$ cat config.mk
export PLATFORM = sky130hd
export DESIGN_NAME = interrupt_sequencer
export DESIGN_NICKNAME = d
export VERILOG_FILES = /design/src/rtl/interrupt_sequencer.sv
export SDC_FILE = /design/constraint.sdc
export NUM_CORES = 1
export LEC_CHECK = 0
export CAP_MARGIN = 40
export CORE_ASPECT_RATIO = 1.5
export CORE_MARGIN = 3
export CORE_UTILIZATION = 47
export CTS_CLUSTER_DIAMETER = 100
export CTS_CLUSTER_SIZE = 10
export DETAILED_ROUTE_END_ITERATION = 8
export MAX_ROUTING_LAYER = met4
export PLACE_DENSITY = 0.77
export SKIP_CTS_REPAIR_TIMING = 1
export SLEW_MARGIN = 0
export SYNTH_ARGS = -nofsm -noshare
export SYNTH_HDL_FRONTEND = slang
export SYNTH_SLANG_ARGS = --single-unit
export TNS_END_PERCENT = 10
$ cat constraint.sdc
create_clock -name clock -period 1.5 [get_ports clock]
set_input_delay 0.3 -clock clock [delete_from_list [all_inputs] [get_ports clock]]
set_output_delay 0.3 -clock clock [all_outputs]
set_load 0.02 [all_outputs]
$ cat src/rtl/interrupt_sequencer.sv
// interrupt_sequencer: latches watchdog/software/I-O interrupt causes, arbitrates them by fixed
// priority and runs the request/ack/return handshake with the control unit.
`default_nettype none

module interrupt_sequencer #(
    parameter int ACK_TIMEOUT = 15,
    parameter int TIMER_WIDTH = 8
) (
    input  logic       clock,
    input  logic       reset,
    input  logic       wd_timeout,
    input  logic       io_irq,
    input  logic       swi,
    input  logic       mask_we,
    input  logic [2:0] mask_wdata,
    input  logic       irq_ack,
    input  logic       irq_return,
    output logic       irq_req,
    output logic [1:0] irq_cause,
    output logic       is_special_mode,
    output logic [2:0] pending,
    output logic [2:0] mask,
    output logic       ack_error
);

    typedef enum logic [1:0] {
        ST_IDLE    = 2'd0,
        ST_REQUEST = 2'd1,
        ST_SERVICE = 2'd2
    } state_t;

    localparam logic [TIMER_WIDTH-1:0] TIMEOUT_VAL = TIMER_WIDTH'(ACK_TIMEOUT);

    state_t                 state_q;
    logic [2:0]             pending_q, pending_d;
    logic [2:0]             mask_q, mask_d;
    logic [2:0]             eligible;
    logic [2:0]             clr_vec;
    logic [1:0]             win_cause;
    logic [1:0]             irq_cause_q;
    logic                   irq_req_q;
    logic                   special_q;
    logic                   ack_error_q, ack_error_d;
    logic [TIMER_WIDTH-1:0] timer_q, timer_d;
    logic                   ack_taken;

    always_comb begin
        ack_taken = (state_q == ST_REQUEST) && irq_ack;
        eligible  = pending_q & ~mask_q;

        win_cause = 2'd0;
        if (eligible[0])      win_cause = 2'd1;
        else if (eligible[1]) win_cause = 2'd2;
        else if (eligible[2]) win_cause = 2'd3;

        clr_vec = 3'b000;
        if (ack_taken) begin
            case (irq_cause_q)
                2'd1:    clr_vec = 3'b001;
                2'd2:    clr_vec = 3'b010;
                2'd3:    clr_vec = 3'b100;
                default: clr_vec = 3'b000;
            endcase
        end

        // A source active in the ack cycle re-latches, so set wins over clear.
        pending_d = (pending_q & ~clr_vec) | {io_irq, swi, wd_timeout};

        // Watchdog stays non-maskable.
        mask_d = mask_we ? {mask_wdata[2:1], 1'b0} : mask_q;

        timer_d = '0;
        if ((state_q == ST_REQUEST) && !irq_ack) begin
            timer_d = (timer_q == TIMEOUT_VAL) ? timer_q : timer_q + 1'b1;
        end
        ack_error_d = ack_error_q | (timer_d == TIMEOUT_VAL);
    end

    always_ff @(posedge clock) begin
        if (reset) begin
            state_q     <= ST_IDLE;
            pending_q   <= 3'b000;
            mask_q      <= 3'b000;
            irq_req_q   <= 1'b0;
            irq_cause_q <= 2'd0;
            special_q   <= 1'b0;
            ack_error_q <= 1'b0;
            timer_q     <= '0;
        end else begin
            pending_q   <= pending_d;
            mask_q      <= mask_d;
            timer_q     <= timer_d;
            ack_error_q <= ack_error_d;
            case (state_q)
                ST_IDLE: begin
                    irq_cause_q <= win_cause;
                    if (win_cause != 2'd0) begin
                        irq_req_q <= 1'b1;
                        state_q   <= ST_REQUEST;
                    end
                end
                ST_REQUEST: begin
                    if (irq_ack) begin
                        irq_req_q <= 1'b0;
                        special_q <= 1'b1;
                        state_q   <= ST_SERVICE;
                    end
                end
                ST_SERVICE: begin
                    if (irq_return) begin
                        special_q   <= 1'b0;
                        irq_cause_q <= 2'd0;
                        state_q     <= ST_IDLE;
                    end
                end
                default: begin
                    state_q     <= ST_IDLE;
                    irq_req_q   <= 1'b0;
                    irq_cause_q <= 2'd0;
                    special_q   <= 1'b0;
                end
            endcase
        end
    end

    assign irq_req         = irq_req_q;
    assign irq_cause       = irq_cause_q;
    assign is_special_mode = special_q;
    assign pending         = pending_q;
    assign mask            = mask_q;
    assign ack_error       = ack_error_q;

endmodule

`default_nettype wire
==> summary.txt <==
Die
  • Chip height: 60.4 microns
  • Initial Utilization: 49.9%
  • I/O pin cnt: 22
  • Core footprint: 1850 sq um
  • Std cell rows: 19
  • Chip Width: 42.2 microns
  • Die ar.: 2550 sq um

Timing
  • RSZ-0062 raised after global routing: true
  • Max Transition Viols Final: 0
  • Setup TNS: -0.0149 ns
  • # setup viols final: 1
  • Worst Skew: 0.00174 ns
  • Post-route setup slack: -0.0149 ns
  • Fin. Hold Viols: 0
  • Fmax achieved: 660 MHz
  • Fin crit share: 101%
  • Final min period: 1.51 ns

Critical path
  • Crit-path max cell delay: 0.42 ns
  • Worst R2R Path Depth: 5
  • Top delay family on crit path: simple AND/OR/NAND/NOR gates
  • CP startpoint kind: primary input
  • Reg-to-reg critical path endpoint: ack_error$_SDFF_PP0_
  • Critical path class: primary input to register
  • Internal reg-to-reg setup slack: 0.03 ns
  • CP Cell Sequence: clkdlybuf4s50_1 -> or3b_4 -> or2_4 -> nor3_4 -> o2111ai_1 -> o21ai_0
  • Critical path peak fanout: 2
  • Worst path bufs/invs: 1
  • Critical path capture point type: register
  • Critical Path AT: 1.74 ns
  • Critical Path RT: 1.73 ns
  • Worst r2r src: timer_q[4]$_SDFF_PP0_
  • Worst path slowest cell: clkdlybuf4s50_1

Placed design
  • Port Buffer Count: 19
  • GPL Wtd Cong: 0.841
  • Hpwl dp: 1.60 mm

Final layout
  • Fillers: 158
  • Finished Core Util: 69.8%
  • ANT cells: 0
  • Share of cells above drive strength 1: 17.6%
  • Area Growth Syn to Fin: 39.9%
  • NumNets Final: 155

Min path
  • Worst Hold Endpoint: ack_error$_SDFF_PP0_
  • WHS Path Cells: 2
  • Worst Hold Launch: ack_error$_SDFF_PP0_
  • Hold Path Class: register to register

GRT
  • Number of global-route vias before repair: 870
  • Total GRT Usage: 18.2%
  • First-pass GRT wire length: 3.45 mm
  • Largest net degree at the start of global routing: 13
  • Initial antenna violation count: 0
  • Remaining global-route overflow: 0

Route
  • Final WL: 2.12 mm
  • Avg WL per Cell: 13.0 microns
  • Vias after detailed routing: 889
  • Vias per Instance: 5.45
  • Initial DRC count: 12
  • Router iterations before antenna repair: 4
  • Routed Antenna Nets: 0
  • Post-route DRC: 0

Synth
  • Cell Area, Synth: 926 sq um
  • Synth unique cells: 32
  • Yosys top cell by area: dfxtp_1
  • Most frequently used flop master after synthesis: dfxtp_1
  • Post-synthesis sequential area ratio: 43.2%
  • Syn_nets: 123
  • Synth Instances: 111
  • Synth top area cells: dfxtp_1 (43%), nor2_1 (8.5%), a21oi_1 (6.5%), xnor2_1 (3.8%), mux2i_1 (3.2%)
  • Post-synthesis register bit count: 20
  • Post-synth top cells: nor2_1 (21), dfxtp_1 (20), a21oi_1 (12)
  • Syn_area_per_cell: 8.34 sq um
  • Synth Warn #: 0
  • Share of the synthesized area in the top cell type: 43.2%
  • Most common cell in the netlist: nor2_1
  • Post-synthesis async set-or-reset flop share: 0%
  • Post-synth EDFFs: 0

Clock network
  • Clk buf depth: 2
  • Root buffer cell: clkbuf_4
  • CTS Buf Count: 3
  • Worst-Skew Late Latency: 0.29 ns
  • CTS sink count: 20
  • Clk slew on worst S/H paths: 0.11 ns
  • H-tree Lvls: 1
  • CTS tree: yes

Pwr
  • Max IR drop VDD: 0.772 mV
  • Pwr/cell area: 858 nW/um^2
  • Leakage power: 0.622 nW

Run status
  • Failing checks: negative setup slack
  • Status: finished with violations

Job
  • Max Cap Viol: 0
layer usage:
| layer | vias to the layer above | global-route usage, % | part of all wire (%) |
|---|---|---|---|
| met2 | 24 | 35.1 | 57 |
| met5 | - | - | 0 |
| met1 | 416 | 18.5 | 39 |
| met3 | 4 | 1.78 | 3.4 |
| li1 | 445 | - | - |
| met4 | 0 | 7.56 | 0.47 |
worst max path at each step:
stage,slack (ns),cells after the start,endpoint,startpoint
after floorplan,0.09,6,ack_error$_SDFF_PP0_,state_q[1]$_SDFFE_PP0P_
after detailed placement,-0.34,6,ack_error$_SDFF_PP0_,irq_ack
after global routing,-0.06,5,ack_error$_SDFF_PP0_,timer_q[4]$_SDFF_PP0_
final,-0.01,6,ack_error$_SDFF_PP0_,irq_ack
after global placement,-0.27,6,ack_error$_SDFF_PP0_,irq_ack
after CTS,-0.17,1,irq_cause[1],irq_cause[1]$_SDFFE_PP0P_
cell families after synthesis:
logic type | Yosys count | synth area share [%]
muxes | 3 | 3.24
xor gates and xnor gates | 4 | 3.78
buffers and inverters | 11 | 5.81
DFF | 20 | 43.2
and+or+nand+nor | 48 | 27.6
adders and majority gates | 1 | 1.35
other | 1 | 0.405
AOI/OAI and AO/OA | 23 | 14.6
final cells by class:
type                       instances  area, sq um  share of cell area (%)
timing repair buffer              33          320                    24.7
inverter                           5         18.8                    1.45
clock buffer                       4         36.3                    2.80
tap                               21         26.3                    2.03
multi-input combinational         80          493                    38.1
sequential                        20          400                    30.9
layout by cell type (no fill, tap or decap), drive strengths merged, types with 2 or more instances in the layout:
master	n
a21oi	12
clkdlybuf4s50	9
mux2i	3
dfxtp	20
nand2b	3
o21ai	3
a31oi	3
dlymetal6s2s	10
xnor2	4
buf	14
nor4	3
nand4	2
nor3	4
clkbuf	4
nand2	5
nor2b	2
inv	5
nor2	21
nand3	4
registers in the layout, indices dropped and copies added (netlist names):
name and flops:
state_q 2, timer_q 8, pending 3, is_special_mode 1, ack_error 1, mask 2, irq_req 1, irq_cause 2
power by group:
| part | switching (mW) | internal [mW] |
|---|---|---|
| registers | 0.0223 | 0.560 |
| clock network | 0.155 | 0.148 |
| logic | 0.112 | 0.114 |
| total | 0.289 | 0.822 |
through the flow:
stage               total power, mW  area (sq um)  hold WS, ns  setup WS (ns)  cells
floorplan                     0.714           926        0.392         0.0928    111
CTS                            1.13          1250        0.484         -0.170    163
global route                   1.16          1290        0.492        -0.0618    163
global placement              0.813          1210        0.467         -0.269    159
finish                         1.11          1290        0.479        -0.0149    163
detailed placement            0.818          1210        0.467         -0.341    159
tightest hold or removal path: stages (launching register included):
cell,delay [ns]
dfxtp_1,0.32
inv_1,0.04
o21ai_0,0.07
Power figures use the tool's default switching activity.
